$ cat config.mk
export PLATFORM = sky130hd
export DESIGN_NAME = dpram_sample_unpacker
export DESIGN_NICKNAME = d
export VERILOG_FILES = /design/src/rtl/dpram_sample_unpacker.sv
export SDC_FILE = /design/constraint.sdc
export NUM_CORES = 1
export LEC_CHECK = 0
export ABC_AREA = 1
export BUFFER_PORTS_ARGS = -buffer_cell sky130_fd_sc_hd__clkbuf_2
export CORE_ASPECT_RATIO = 1.5
export CORE_MARGIN = 3
export CORE_UTILIZATION = 52
export CTS_CLUSTER_SIZE = 25
export DETAILED_ROUTE_END_ITERATION = 7
export GPL_TIMING_DRIVEN = 1
export HOLD_SLACK_MARGIN = 0.1
export PLACE_DENSITY = 0.84
export SYNTH_ARGS = -nofsm -noshare
export SYNTH_HDL_FRONTEND = slang
export SYNTH_SLANG_ARGS = --single-unit
export TNS_END_PERCENT = 1
$ cat constraint.sdc
create_clock -name clk -period 2.5 [get_ports clk]
set_input_delay 0.5 -clock clk [delete_from_list [all_inputs] [get_ports clk]]
set_output_delay 0.5 -clock clk [all_outputs]
set_load 0.02 [all_outputs]
$ cat src/rtl/dpram_sample_unpacker.sv
// Read-side sequencer for the narrow-write/wide-read sample DPRAM.
// Fetches a run of wide words, splits each one into narrow samples (lane 0
// first) and streams them out on a valid/ready interface.
module dpram_sample_unpacker #(
  parameter int unsigned SAMPLE_WIDTH       = 14,
  parameter int unsigned WORD_WIDTH         = 224,
  parameter int unsigned READ_ADDRESS_WIDTH = 10
) (
  input  logic                          clk,
  input  logic                          reset,
  input  logic                          start,
  input  logic                          abort,
  input  logic [READ_ADDRESS_WIDTH-1:0] startAddr,
  input  logic [READ_ADDRESS_WIDTH:0]   wordCount,
  output logic [READ_ADDRESS_WIDTH-1:0] rAddr,
  input  logic [WORD_WIDTH-1:0]         rData,
  output logic [SAMPLE_WIDTH-1:0]       sampleData,
  output logic [READ_ADDRESS_WIDTH+$clog2(WORD_WIDTH/SAMPLE_WIDTH)-1:0] sampleIndex,
  output logic                          sampleValid,
  input  logic                          sampleReady,
  output logic                          sampleLast,
  output logic                          busy,
  output logic                          done
);

  localparam int unsigned RAW     = READ_ADDRESS_WIDTH;
  localparam int unsigned CW      = READ_ADDRESS_WIDTH + 1;
  localparam int unsigned SPC     = WORD_WIDTH / SAMPLE_WIDTH;
  localparam int unsigned LOG_SPC = $clog2(SPC);
  localparam int unsigned LANE_W  = (LOG_SPC > 0) ? LOG_SPC : 1;
  localparam int unsigned SIW     = READ_ADDRESS_WIDTH + LOG_SPC;

  // Word must split into a power-of-two number of whole samples.
  if ((WORD_WIDTH % SAMPLE_WIDTH) != 0 || SPC == 0 || (SPC & (SPC - 1)) != 0) begin : gBadRatio
    $error("dpram_sample_unpacker: WORD_WIDTH/SAMPLE_WIDTH must be a power of two");
  end

  typedef enum logic [1:0] {IDLE, FETCH, WAIT, EMIT} stateT;

  stateT                 state, stateNext;
  logic [RAW-1:0]        rAddrNext;
  logic [CW-1:0]         wordsLeft, wordsLeftNext;
  logic [WORD_WIDTH-1:0] shiftReg, shiftNext;
  logic [LANE_W-1:0]     lane, laneNext;
  logic [SIW-1:0]        indexNext;
  logic                  validNext, lastNext, busyNext, doneNext;
  logic                  accept, lastLane;

  assign accept     = sampleValid && sampleReady;
  assign lastLane   = (lane == LANE_W'(SPC - 1));
  assign sampleData = shiftReg[SAMPLE_WIDTH-1:0];

  // State register.
  always_ff @(posedge clk) begin
    if (reset) state <= IDLE;
    else       state <= stateNext;
  end

  // Next-state decode; abort always returns to IDLE.
  always_comb begin
    stateNext = state;
    case (state)
      IDLE:  if (start && !abort && wordCount != '0) stateNext = FETCH;
      FETCH: stateNext = abort ? IDLE : WAIT;
      WAIT:  stateNext = abort ? IDLE : EMIT;
      EMIT: begin
        if (abort)                    stateNext = IDLE;
        else if (accept && lastLane)  stateNext = (wordsLeft > CW'(1)) ? FETCH : IDLE;
      end
      default: stateNext = IDLE;
    endcase
  end

  // Next values for the registered outputs and datapath.
  always_comb begin
    rAddrNext     = rAddr;
    wordsLeftNext = wordsLeft;
    shiftNext     = shiftReg;
    laneNext      = lane;
    indexNext     = sampleIndex;
    validNext     = sampleValid;
    busyNext      = busy;
    doneNext      = 1'b0;
    case (state)
      IDLE: begin
        if (start && !abort) begin
          if (wordCount != '0) begin
            rAddrNext     = startAddr;
            wordsLeftNext = wordCount;
            indexNext     = SIW'(startAddr) << LOG_SPC;
            busyNext      = 1'b1;
          end else begin
            doneNext = 1'b1;
          end
        end
      end
      FETCH: begin
        if (abort) begin
          busyNext  = 1'b0;
          validNext = 1'b0;
        end
      end
      WAIT: begin
        if (abort) begin
          busyNext  = 1'b0;
          validNext = 1'b0;
        end else begin
          shiftNext = rData;
          laneNext  = '0;
          validNext = 1'b1;
        end
      end
      EMIT: begin
        if (abort) begin
          busyNext  = 1'b0;
          validNext = 1'b0;
        end else if (accept) begin
          shiftNext = shiftReg >> SAMPLE_WIDTH;
          laneNext  = lane + LANE_W'(1);
          indexNext = sampleIndex + SIW'(1);
          if (lastLane) begin
            validNext = 1'b0;
            if (wordsLeft > CW'(1)) begin
              rAddrNext     = rAddr + RAW'(1);
              wordsLeftNext = wordsLeft - CW'(1);
            end else begin
              busyNext = 1'b0;
              doneNext = 1'b1;
            end
          end
        end
      end
      default: begin
        busyNext  = 1'b0;
        validNext = 1'b0;
      end
    endcase
    lastNext = validNext && (wordsLeftNext == CW'(1)) && (laneNext == LANE_W'(SPC - 1));
  end

  // Datapath and output registers.
  always_ff @(posedge clk) begin
    if (reset) begin
      rAddr       <= '0;
      wordsLeft   <= '0;
      shiftReg    <= '0;
      lane        <= '0;
      sampleIndex <= '0;
      sampleValid <= 1'b0;
      sampleLast  <= 1'b0;
      busy        <= 1'b0;
      done        <= 1'b0;
    end else begin
      rAddr       <= rAddrNext;
      wordsLeft   <= wordsLeftNext;
      shiftReg    <= shiftNext;
      lane        <= laneNext;
      sampleIndex <= indexNext;
      sampleValid <= validNext;
      sampleLast  <= lastNext;
      busy        <= busyNext;
      done        <= doneNext;
    end
  end

endmodule

# Word-level counts from Yosys, hierarchy flattened
# Index checks and enable logic that the tools add are counted.
[classes]
shift = 0
n_bitwise = 0
div = 0
mul = 0
mux = 55
magnitude_cmp = 1
eq_ne = 19
n_reduce_logical = 17
add_sub_neg = 4
[ops]
columns = ["cell", "n"]
rows = [
  ["224-bit two-way mux", 3],
  ["224-bit one-hot mux with 2 select lines", 1],
  ["11-bit two-way mux", 6],
  ["10-bit two-way mux", 6],
  ["14-bit two-way mux", 4],
  ["14-bit one-hot mux with 2 select lines", 1],
  ["11-bit one-hot mux with 2 select lines", 1],
  ["10-bit one-hot mux with 2 select lines", 1],
  ["1-bit two-way mux", 19],
  ["2-bit inequality test (second input constant)", 8],
  ["14-bit by 1-bit adder with 14-bit output (second input constant)", 1],
  ["4-bit two-way mux", 3],
  ["3-bit inequality test (second input constant)", 4],
  ["11-bit by 1-bit == test with 1-bit output (second input constant)", 1],
  ["11-bit by 1-bit > comparator with 1-bit output (second input constant)", 1],
  ["11-bit nonzero test", 1],
  ["11-bit by 1-bit subtractor with 11-bit output (second input constant)", 1],
  ["10-bit by 1-bit adder with 10-bit output (second input constant)", 1],
  ["2-bit two-way mux", 5],
  ["4-bit == test (second input constant)", 2],
  ["2-bit one-hot mux with 4 select lines", 1],
  ["4-bit one-hot mux with 2 select lines", 1],
  ["7-bit AND reduction", 1],
  ["1-bit logical AND", 6],
  ["other kinds (14)", 17],
]
[word_totals]
latch_bits = 0
regBits = 269
memories = 0
romBits = 0
ram_bits = 0

# Longest topological paths before layout
# Gate-level depths: netlist (run 1).
[depth]
ltp_word = 9
mapped_depth = 17

# Worst setup path after synthesis (run 1)
# Ideal clock, no wire load.
[synth_timing]
path_type = "register to register"
from = "register state[0]"
to = "register sampleIndex[2]"
period_less_slack_ns = 1.934
t_arrival_ns = 1.819
required_ns = 2.384
slack_ns = 0.566
path_buffers = 2
path_stages_with_launch = 13
path_cell_list = "dfxtp_1 > inv_1 > ha_1 > buf_2 > inv_1 > o21ai_0 > nor2_1 > nand2_1 > inv_1 > buf_2 > nand3_1 > nand2_1 > nor2_1"
[synth_via]
elab_chain_cells = 3
[synth_lines]
columns = ["element", "line_no", "rtl"]
rows = [
  ["from (decl)", "40", "stateT state, stateNext;"],
  ["from (signal assigned)", "56", "else state <= stateNext;"],
  ["2-bit == test or 2-bit logical NOT (tied branches)", "84", "case (state)"],
  ["2-bit inequality test (no source line) or 2-bit nonzero test (tied branches)", "-", ""],
  ["5-bit AND reduction (no source line)", "-", ""],
  ["to (signal assigned)", "158", "sampleIndex <= indexNext;"],
  ["to (decl)", "18", "output logic [READ_ADDRESS_WIDTH+$clog2(WORD_WIDTH/SAMPLE_WIDTH)-1:0] sampleIndex,"],
]
# Parallel ways exist; a longest one is shown, timed or not.
# A chain may end at the register's enable or synchronous reset.

# Final worst setup path (run 1)
[layout_timing]
from = "register state[1]"
to = "register sampleIndex[12]"
# Same word-level chain as after synthesis.

==> metrics.md, run 1 <==
| Metric | Value |
|---|---|
| Detailed Place HPWL | `26,300 µm` |
| Status | `completed` |
| Final-report max-slew violation count | `0` |
| CP max-delay cell | `dfxtp_1` |
| Initial Util | `a little over half` |
| TritonCTS Sinks | `roughly 270` |
| DRC | `0` |
| Ys Warns | `0` |
| Mapped Avg Cell Area | `7.10 µm²` |
| DR WL/cell | `between 15 and 20 µm` |
| CTS max path bufs | `3` |
| R2R Path Start | `state[1]$_SDFFE_PP0P_` |
| Clock transition at path regs | `about 0.06 ns` |
| Worst slew pin tran | `a little under 1 ns` |
| Hold buffer count at CTS | `0` |
| Crit path from | `state[1]$_SDFFE_PP0P_` |
| Yosys top cell by area | `dfxtp_1` |
| Worst Path Required | `~3.0 ns` |
| Post-Synthesis Cells | `1,760` |
| Largest net degree at the start of global routing | `129` |
| Crit-path cells | `inv_1 -> ha_1 -> inv_1 -> o21ai_0 -> nor2_1 -> nand2_1 -> inv_1 -> buf_4 -> o21ai_0 -> a31oi_1` |
| Post-Synth Adder-Cell Area | `less than 1%` |
| Antenna Nets Post-Route | `0` |
| # Post-CTS Setup Buffers | `0` |
| Tmin final | `about 2.2 ns` |
| #FFs+latches synth | `269` |
| Ports | `between 200 and 300` |
| Max rail drop VDD | `roughly 0.56 mV` |
| Simple-gate share of the synthesized area | `between 20% and 30%` |
| Worst-case reg-to-reg path depth | `10` |
| Total GRT Usage | `27.3%` |
| Final GP Congestion | `0.912` |
| Final hold viol count | `0` |
| Worst Path Buf+Inv | `4` |
| DR pass1 iterations | `7` |
| Area share of the largest cell type after synthesis | `roughly 43%` |
| Worst min path class | `primary input to register` |
| Crit Path Category | `register to register` |
| CORE AREA | `23,300 µm²` |
| Reg2reg end | `sampleIndex[12]$_SDFFE_PP0P_` |
| Levels on crit path | `10` |
| Fmax | `about 460 MHz` |
| LEAKAGE | `~6.4 nW` |
| Clk_skew | `around 0.020 ns` |
| Synth cell types | `43` |
| Commonest cells in the netlist | `nand2_1 (550), dfxtp_1 (269), a31oi_1 (227)` |
| Worst setup SP type | `register` |
| XOR/XNOR Fraction of Synth Area | `less than 1%` |
| Max Cap Viol | `0` |
| CTS tree | `yes` |
| Share of cells above drive strength 1 | `between 20% and 30%` |
| Setup tns final | `0 ns` |
| Critical Path Sink | `sampleIndex[12]$_SDFFE_PP0P_` |
| Worst stage delay on the critical path | `~0.44 ns` |
| Logic pwr share | `16.0%` |
| Max FO, Critical Path | `12` |
| Post-synth EDFFs | `0` |
| Vias per cell | `5.71` |
| Reg power frac | `a little under half` |
| Flop-to-flop setup slack | `0.34 ns` |
| Vias in the first global route | `roughly 12,000` |
| Slew HR | `34.7%` |
| Cell area after synthesis | `12,500 µm²` |
| WL final | `between 30,000 and 40,000 µm` |
| Worst path top cell family by delay | `buffers and inverters` |
| Portion of netlist area occupied by mux cells | `0%` |
| Skew-Pair Late Insertion Delay | `between 0.5 and 0.6 ns` |
| Ys flop type | `dfxtp_1` |
| Grt ovf | `0` |
| RSZ-0062 raised after global routing | `false` |
| Post-layout nets | `between 2,000 and 2,500` |
| Cell with the most instances after synthesis | `nand2_1` |
| DRT iter0 DRCs | `1,086` |
| Sequential fraction of the synthesis area | `a little over two fifths` |
| WP data arrival | `2.63 ns` |
| Pwr Density | `slightly below 700 nW/µm²` |
| H-tree depth | `1` |
| Asr flop ratio synth | `0%` |
| Die width | `between 100 and 150 µm` |
| Post-synthesis compound-gate area fraction | `between 20 and 25%` |
| First-pass GRT wire length | `roughly 60,000 µm` |
| Largest family of logic cells by synthesized area | `compound AO/OA/AOI/OAI gates` |
| Cell row count | `slightly below 70` |
| Switching Fraction | `between 20% and 30%` |
| Switching power | `2.88 mW` |
| Height of the die | `approximately 200 µm` |
| Synth Net Count | `2,019` |
| Area grow syn2layout | `18.4%` |
| TritonCTS Buffers | `26` |
| Via Count | `13,058` |
| Final Util | `between 60 and 70%` |
| Crit. End Element | `register` |
| Share of the clock period used by the worst path | `between 80% and 90%` |
| Endpoints failing setup | `0` |
| Top cells by area, synth | `dfxtp_1 (43%), nand2_1 (17%), a31oi_1 (11%)` |
| I/O Buffers | `between 200 and 300` |
| Die area | `approximately 26,000 µm²` |
| PostCTS Resize Cnt | `0` |
| Tot Pwr | `just over 10 mW` |
| CP most frequent cell | `inv_1` |
| Internal | `roughly 7.3 mW` |
| CTS root buf | `clkbuf_16` |
| Clock share of power | `between 30% and 40%` |
| Initial antenna violation count | `1` |
[layout by cell type (no fill, tap or decap), drive strengths merged]
master     n
nand4      6
ha         9
o2111ai    1
clkbuf   331
a31oi    227
nor2      72
clkinv     4
o21ai    265
a21oi     39
xor2       2
nor3       7
o211ai     1
xnor2      2
nand3b     3
dfxtp    269
nand3     66
inv       66
or2        3
nand2    561
nor3b      1
a211oi     1
a311oi     1
buf       31
bufinv     1
diode      1
o22ai      1
[layer usage]
metal	global-route usage (%)	wire length (µm)
met2	49.5	19100
met3	3.31	2430
met1	32.9	14500
met4	10.5	1480
met5	0	0
[cell type report]
class,instances,area (µm²)
Sequential cell,269,5390
Clock inverter,4,56.3
Multi-Input combinational cell,1268,6130
Inverter,67,267
Antenna cell,1,2.50
Tap cell,315,394
Clock buffer,40,763
Fill cell,2081,8510
Timing Repair Buffer,322,1800
[state kept, by name (all words and copies together), names as in the netlist]
| signal | flops |
|---|---|
| wordsLeft | 11 |
| shiftReg | 224 |
| state | 2 |
| busy | 1 |
| lane | 4 |
| sampleIndex | 14 |
| sampleValid | 1 |
| rAddr | 10 |
| done | 1 |
| sampleLast | 1 |
[tightest hold or removal path: cells and delay by family]
kind            cells  cell delay [ns]
buf+inv             1             0.08
compound gates      1             0.07
simple gates        1             0.05
[stage by stage]
| step | setup slack [ns] | cells | hold WS [ns] | area, µm² |
|---|---|---|---|---|
| after global routing | 0.0729 | 2286 | 0.204 | 14800 |
| after detailed placement | 0.313 | 2241 | 0.456 | 14000 |
| after global placement | 0.394 | 2241 | 0.451 | 14000 |
| after CTS | 0.354 | 2285 | 0.194 | 14800 |
| final | 0.335 | 2286 | 0.206 | 14800 |
| after floorplan | 0.566 | 1760 | 0.441 | 12500 |
[cells by family after synthesis]
group | after synthesis
AO/OA/AOI/OAI | 536
XOR/XNOR | 4
adder cells (fa/ha/maj) | 9
buffers and inverters | 223
flip-flops | 269
AND/OR/NAND/NOR | 719
[power groups by stage]
stage	registers (mW)	clock network, mW	logic, mW
after floorplan	4.81	0	0.992
after global placement	4.77	0	1.56
after detailed placement	4.78	0	1.60
after CTS	4.68	3.88	1.61
after global routing	4.71	4.06	1.81
final	4.69	3.85	1.63
[worst min-delay path by stage]
stage                          startpoint                    endpoint  depth (start not counted)
6_report                        rData[15]   shiftReg[15]$_SDFFE_PP0P_                          3
5_1_grt                        rData[189]  shiftReg[189]$_SDFFE_PP0P_                          3
4_1_cts                         rData[64]   shiftReg[64]$_SDFFE_PP0P_                          3
3_5_place_dp   shiftReg[215]$_SDFFE_PP0P_  shiftReg[215]$_SDFFE_PP0P_                          2
3_3_place_gp   shiftReg[215]$_SDFFE_PP0P_  shiftReg[215]$_SDFFE_PP0P_                          2
2_1_floorplan  shiftReg[210]$_SDFFE_PP0P_  shiftReg[210]$_SDFFE_PP0P_                          2
Note: power is estimated with default switching activity, not from simulation.
==> inputs of run 2 (changes only) <==
--- a/config.mk
+++ b/config.mk
@@ -5,7 +5,6 @@
 export SDC_FILE = /design/constraint.sdc
 export NUM_CORES = 1
 export LEC_CHECK = 0
-export ABC_AREA = 1
 export BUFFER_PORTS_ARGS = -buffer_cell sky130_fd_sc_hd__clkbuf_2
 export CORE_ASPECT_RATIO = 1.5
 export CORE_MARGIN = 3
@@ -14,7 +13,7 @@
 export DETAILED_ROUTE_END_ITERATION = 7
 export GPL_TIMING_DRIVEN = 1
 export HOLD_SLACK_MARGIN = 0.1
-export PLACE_DENSITY = 0.84
+export PLACE_DENSITY = 0.83
 export SYNTH_ARGS = -nofsm -noshare
 export SYNTH_HDL_FRONTEND = slang
 export SYNTH_SLANG_ARGS = --single-unit
==> metrics.md, run 2 <==
| Metric | Value |
|---|---|
| Sequential fraction of the synthesis area | `42.2% (-0.90 points)` |
| Post-layout nets | `1,885 (-15%)` |
| TritonCTS Buffers | `27 (+3.8%)` |
| Cell area after synthesis | `12,800 µm² (+2.1%)` |
| DR WL/cell | `18.6 µm (+14%)` |
| Cell row count | `69 (+1.5%)` |
| Commonest non-fill, non-tap cell in the layout | `clkbuf_2` |
| Post-synth EDFFs | `0 (unchanged)` |
| Clk_skew | `0.0113 ns (-0.00898 ns)` |
| Height of the die | `198 µm (+1.0%)` |
| WP data arrival | `2.77 ns (+0.14 ns)` |
| Crit. End Element | `register` |
| Vias per cell | `5.69 (-0.35%)` |
| Final GP Congestion | `0.937 (+2.7%)` |
| Largest net degree at the start of global routing | `195 (+51%)` |
| Ports | `292 (unchanged)` |
| Total GRT Usage | `26.1% (-1.2 points)` |
| Final hold viol count | `0 (unchanged)` |
| Yosys top cell by area | `dfxtp_1` |
| Skew-Pair Late Insertion Delay | `0.53 ns (about the same)` |
| Vias in the first global route | `10,819 (-12%)` |
| Asr flop ratio synth | `0% (unchanged)` |
| Cell with the most instances after synthesis | `dfxtp_1` |
| #FFs+latches synth | `269 (unchanged)` |
| Tot Pwr | `9.91 mW (-2.5%)` |
| # Post-CTS Setup Buffers | `0 (unchanged)` |
| Pwr Density | `647 nW/µm² (-5.8%)` |
| Ys flop type | `dfxtp_1` |
| Worst Path Required | `2.95 ns (about the same)` |
| Crit Path Category | `register to register` |
| CORE AREA | `23,900 µm² (+2.6%)` |
| Fmax | `430 MHz (-6.8%)` |
| Initial antenna violation count | `10 (+9)` |
| H-tree depth | `1 (unchanged)` |
| Area share of the largest cell type after synthesis | `42.2% (-0.90 points)` |
| Area grow syn2layout | `20.0%` |
| RSZ-0062 raised after global routing | `false` |
| Tmin final | `2.32 ns (+0.158 ns)` |
| Post-Synthesis Cells | `1,406 (-20%)` |
| Worst setup SP type | `register` |
| TritonCTS Sinks | `269 (unchanged)` |
| DRC | `0 (unchanged)` |
| Final WS setup | `0.177 ns (-0.158 ns)` |
| LEAKAGE | `5.31 nW (-18%)` |
| Detailed Place HPWL | `26,600 µm (+0.79%)` |
| Ys Warns | `0 (unchanged)` |
| DRT iter0 DRCs | `725 (-33%)` |
| Post-Layout Cell Count | `1,973 (-14%)` |
| Grt ovf | `0 (unchanged)` |
| Share of the clock period used by the worst path | `92.9% (+6.3 points)` |
| Worst min path class | `primary input to register` |
| Synth Net Count | `1,665 (-18%)` |
| Status | `completed` |
| Most frequent cells in the layout | `clkbuf_2 (290), dfxtp_1 (268), nor2_1 (251)` |
| Hold buffer count at CTS | `0 (unchanged)` |
| Die width | `134 µm (+1.0%)` |
| Max rail drop VDD | `0.468 mV (-16%)` |
| Place WS | `0.0803 ns (-0.232 ns)` |
| WL final | `36,800 µm (-1.8%)` |
| Top cells by area, synth | `dfxtp_1 (42%), mux2i_1 (17%), a211oi_1 (13%)` |
| Slew HR | `41.6% (+6.9 points)` |
| Largest Register | `shiftReg` |
| I/O Buffers | `291 (unchanged)` |
| Max FO, Critical Path | `7 (-5)` |
| CTS tree | `yes` |
| CTS root buf | `clkbuf_16` |
| Mapped Avg Cell Area | `9.08 µm² (+28%)` |
| Clock transition at path regs | `0.07 ns (about the same)` |
| Via Count | `11,231 (-14%)` |
| Die area | `26,500 µm² (+2.0%)` |
| Synth cell types | `71 (+65%)` |
| Post-Place Cells | `1,916 (-15%)` |
| Final-report max-slew violation count | `0 (unchanged)` |
| Max reg flops | `224 (unchanged)` |
| Commonest cells in the netlist | `dfxtp_1 (269), nor2_1 (251), a211oi_1 (214)` |
| Endpoints failing setup | `0 (unchanged)` |
| Initial Util | `53.4% (-0.23 points)` |
| Max Cap Viol | `0 (unchanged)` |
| Antenna Nets Post-Route | `0 (unchanged)` |
| Largest registers | `shiftReg (224), sampleIndex (14), wordsLeft (11)` |
| DR pass1 iterations | `5 (-2)` |
| CTS max path bufs | `3 (unchanged)` |
| Share of cells above drive strength 1 | `25.0% (+4.5 points)` |
| Setup tns final | `0 ns (unchanged)` |
| First-pass GRT wire length | `56,300 µm (-5.6%)` |
| Worst slew pin tran | `0.875 ns (-0.104 ns)` |
-- run 2: changes by cell type after synthesis, sizes merged, moves of 15 or more --
| cell | change |
|---|---|
| a211oi | +215 |
| a21oi | +15 |
| a31oi | -225 |
| clkbuf | -18 |
| inv | -56 |
| mux2i | +211 |
| nand2 | -510 |
| nand3 | -31 |
| nor2 | +182 |
| o21ai | -232 |
-- run 2: logic make-up after synthesis --
family,share of synthesized area [%]
simple gates,15.0
compound gates,19.8
flops,42.2
mux,16.7
buf+inv,5.39
fa+ha+maj,0.882
-- run 2: through the flow --
step / instance area, µm² / utilization (%) / hold slack [ns]
detailed placement: 14300 / 60.0 / 0.448
CTS: 15300 / 63.9 / 0.202
global route: 15300 / 64.0 / 0.234
global placement: 14300 / 60.0 / 0.437
floorplan: 12800 / - / 0.432
finish: 15300 / 64.1 / 0.228
-- run 2: path summary, 6_finish.rpt --
check,start,end,slack (ns),cells after the start
max,wordsLeft[0]$_SDFF_PP0_,sampleLast$_SDFF_PP0_,0.18,8
min,rData[220],shiftReg[220]$_SDFFE_PP0P_,0.23,3
max reg2reg,wordsLeft[0]$_SDFF_PP0_,sampleLast$_SDFF_PP0_,0.18,8
min reg2reg,shiftReg[215]$_SDFFE_PP0P_,shiftReg[215]$_SDFFE_PP0P_,0.46,2
-- run 2: area by class of cell --
type | count | area, µm²
clock buffers | 43 | 866
flip-flops and latches | 269 | 5390
multi-input cells | 990 | 6720
repair buffers | 327 | 1810
clock inverters | 6 | 68.8
fillers | 2017 | 8600
diodes | 8 | 20.0
inverters | 11 | 41.3
well taps | 319 | 399
-- run 2: power by group --
part | total [mW] | switching, mW | internal (mW)
sequential | 4.53 | 0.124 | 4.41
clock | 4.16 | 1.69 | 2.47
combinational | 1.22 | 0.702 | 0.520
-- run 2: timing repair --
action	in CTS	in global routing
endpoints found under the hold margin	0	0
resized for setup	0	4
endpoints found under the setup margin	0	4
-- run 2: worst max-delay path: stages, from the launching register on --
cell and delay [ns]:
dfxtp_1 0.41, ha_1 0.32, o2111ai_4 0.22, buf_4 0.20, nand4b_2 0.19, o311a_1 0.33, nor3_1 0.26, nand3_1 0.14
nor4_2 0.15
-- run 2: metal layers --
layer / share of wire, % / vias to the layer above / track usage (%) / wire (µm)
met1: 40 / 5225 / 30.7 / 14600
met4: 4.0 / 6 / 10.5 / 1480
met3: 6.8 / 79 / 5.90 / 2500
met5: 0.092 / - / 0 / 34
li1: - / 5601 / - / -
met2: 50 / 320 / 46.1 / 18200
==> inputs of run 3 (changes only) <==
--- a/config.mk
+++ b/config.mk
@@ -8,12 +8,12 @@
 export BUFFER_PORTS_ARGS = -buffer_cell sky130_fd_sc_hd__clkbuf_2
 export CORE_ASPECT_RATIO = 1.5
 export CORE_MARGIN = 3
-export CORE_UTILIZATION = 52
+export CORE_UTILIZATION = 30
 export CTS_CLUSTER_SIZE = 25
 export DETAILED_ROUTE_END_ITERATION = 7
 export GPL_TIMING_DRIVEN = 1
 export HOLD_SLACK_MARGIN = 0.1
-export PLACE_DENSITY = 0.83
+export PLACE_DENSITY = 0.55
 export SYNTH_ARGS = -nofsm -noshare
 export SYNTH_HDL_FRONTEND = slang
 export SYNTH_SLANG_ARGS = --single-unit
==> metrics.md, run 3 (synthesized netlist as in run 2, its figures left out) <==
| Metric | Value |
|---|---|
| Status | `completed` |
| Slew HR | `38.5% (-3.2 points)` |
| Worst setup SP type | `register` |
| Worst Hold Launch | `rData[216]` |
| Max reg flops | `224 (unchanged)` |
| Height of the die | `259 µm (+31%)` |
| H-tree depth | `1 (unchanged)` |
| Most frequent cells in the layout | `clkbuf_2 (290), dfxtp_1 (268), nor2_1 (251)` |
| Die area | `45,100 µm² (+70%)` |
| R2R Path Start | `state[1]$_SDFFE_PP0P_` |
| Final hold viol count | `0 (unchanged)` |
| Share of cells above drive strength 1 | `25.3% (+0.30 points)` |
| WP data arrival | `2.78 ns (about the same)` |
| Largest net degree at the start of global routing | `172 (-12%)` |
| Tmin final | `2.31 ns (-0.0102 ns)` |
| DRT iter0 DRCs | `660 (-9.0%)` |
| Die width | `174 µm (+30%)` |
| Hold buffer count at CTS | `0 (unchanged)` |
| Max FO, Critical Path | `4 (-3)` |
| Internal | `7.69 mW (+3.8%)` |
| CTS root buf | `clkbuf_16` |
| TritonCTS Sinks | `269 (unchanged)` |
| Setup tns final | `0 ns (unchanged)` |
| Skew-Pair Late Insertion Delay | `0.55 ns (+0.02 ns)` |
| Final GP Congestion | `0.909 (-3.0%)` |
| CTS max path bufs | `3 (unchanged)` |
| Switching Fraction | `25.5% (+0.18 points)` |
| Worst slew pin tran | `0.923 ns (+0.0473 ns)` |
| Hold path cells | `3 (unchanged)` |
| CTS tree | `yes` |
| Antenna Nets Post-Route | `0 (unchanged)` |
| DR pass1 iterations | `5 (unchanged)` |
| Via Count | `11,052 (-1.6%)` |
| Initial Util | `30.7% (-23 points)` |
| Worst-case reg-to-reg path depth | `10 (+2)` |
| Worst stage delay on the critical path | `0.40 ns (about the same)` |
| First-pass GRT wire length | `62,600 µm (+11%)` |
| Final Util | `37.9% (-26 points)` |
| Clk_skew | `0.0242 ns (+0.0130 ns)` |
| Largest registers | `shiftReg (224), sampleIndex (14), wordsLeft (11)` |
| Max Cap Viol | `0 (unchanged)` |
| Fin Hold WS | `0.204 ns (-0.0241 ns)` |
| Clock share of power | `43.9% (+2.0 points)` |
| Vias in the first global route | `10,973 (+1.4%)` |
| Reg power frac | `43.9% (-1.8 points)` |
| Clock transition at path regs | `0.06 ns (about the same)` |
| Pwr Density | `655 nW/µm² (+1.2%)` |
| RSZ-0062 raised after global routing | `false` |
| Crit. End Element | `register` |
| Grt ovf | `0 (unchanged)` |
| Commonest non-fill, non-tap cell in the layout | `clkbuf_2` |
| I/O Buffers | `291 (unchanged)` |
| Fmax | `432 MHz (+0.44%)` |
| DRC | `0 (unchanged)` |
| Logic pwr share | `12.2% (about the same)` |
| Footprint of the multi-input gates | `6730 µm² (about the same)` |
| Detailed Place HPWL | `30,000 µm (+13%)` |
| Vias per cell | `4.98 (-13%)` |
| Total GRT Usage | `17.4% (-8.8 points)` |
| Final-report max-slew violation count | `0 (unchanged)` |
| WL final | `41,300 µm (+12%)` |
| Cell row count | `91 (+32%)` |
| Crit path from | `state[1]$_SDFFE_PP0P_` |
| Endpoints failing setup | `0 (unchanged)` |
| Reg area | `5390 µm² (unchanged)` |
| Crit-path cells | `inv_1 -> ha_1 -> inv_1 -> o21ai_1 -> a32oi_1 -> nand4_1 -> nor4_2 -> buf_4 -> nand4b_1 -> nor4_2` |
| Post-layout nets | `1,892 (+0.37%)` |
| Fill count | `4,296 (+110%)` |
| Initial antenna violation count | `12 (+2)` |
| Ports | `292 (unchanged)` |
| CP max-delay cell | `dfxtp_1` |
| TritonCTS Buffers | `29 (+7.4%)` |
| LEAKAGE | `5.37 nW (+1.2%)` |
| Worst Path Required | `2.97 ns (+0.02 ns)` |
| Crit Path Category | `register to register` |
| Max rail drop VDD | `0.487 mV (+4.2%)` |
| Tot Pwr | `10.3 mW (+4.1%)` |
| DR WL/cell | `18.6 µm (-0.19%)` |
| Worst min path class | `primary input to register` |
| CORE AREA | `41,600 µm² (+74%)` |
| Switching power | `2.63 mW (+4.8%)` |
| Share of the clock period used by the worst path | `92.5% (-0.41 points)` |
| Largest Register | `shiftReg` |
| Area grow syn2layout | `23.4%` |
[run 3: cell count changes in the layout (fill, tap and decap cells not counted), sizes merged]
| cell | before | now |
|---|---|---|
| buf | 36 | 42 |
| bufinv | 1 | 4 |
| clkinv | 3 | 6 |
| inv | 12 | 10 |
| clkbuf | 334 | 332 |
[run 3: worst paths after layout]
path / endpoint / slack, ns
setup / recovery: sampleLast$_SDFF_PP0_ / 0.19
hold / removal: shiftReg[216]$_SDFFE_PP0P_ / 0.20
setup reg to reg: sampleLast$_SDFF_PP0_ / 0.19
hold reg to reg: shiftReg[215]$_SDFFE_PP0P_ / 0.45
[run 3: per-stage QoR]
step,setup WS [ns],cell area [µm²],cells
detailed placement,0.0188,14700,2160
global route,0.0158,15700,2216
global placement,0.0536,14700,2160
finish,0.187,15800,2220
CTS,0.0991,15700,2212
floorplan,0.377,12800,1406
[run 3: what timing repair did]
action,4_1_cts,5_1_grt
setup endpoints to repair,0,31
gates resized for setup,0,6
setup buffers,0,0
[run 3: area by class of cell]
type | instances | share of cell area (%)
Timing Repair Buffer | 332 | 11.9
Tap cell | 558 | 4.43
Sequential cell | 269 | 34.2
Inverter | 11 | 0.262
Multi-Input combinational cell | 990 | 42.7
Antenna cell | 8 | 0.127
Clock buffer | 42 | 5.36
Clock inverter | 10 | 0.969
[run 3: power groups by stage]
stage | Clock, mW | Sequential, mW | Combinational, mW
finish | 4.53 | 4.53 | 1.26
global route | 4.85 | 4.55 | 1.38
CTS | 4.70 | 4.53 | 1.27
detailed placement | 0 | 4.63 | 1.26
global placement | 0 | 4.62 | 1.25
floorplan | 0 | 4.64 | 0.709
[run 3: metal layers]
metal / wire, µm / vias to the layer above / share of wire [%] / track usage, %
met4: 1240 / 10 / 3.0 / 6.08
met3: 2320 / 68 / 5.6 / 3.86
met2: 21400 / 286 / 52 / 32.3
met1: 16200 / 5078 / 39 / 19.4
met5: 79 / - / 0.19 / 0
li1: - / 5610 / - / -
[run 3: worst max-delay path: cells and delay by family (launching register included)]
family,cells,cell delay [ns]
simple gates,4,0.81
buf+inv,3,0.39
fa+ha+maj,1,0.30
flops,1,0.40
compound gates,2,0.33
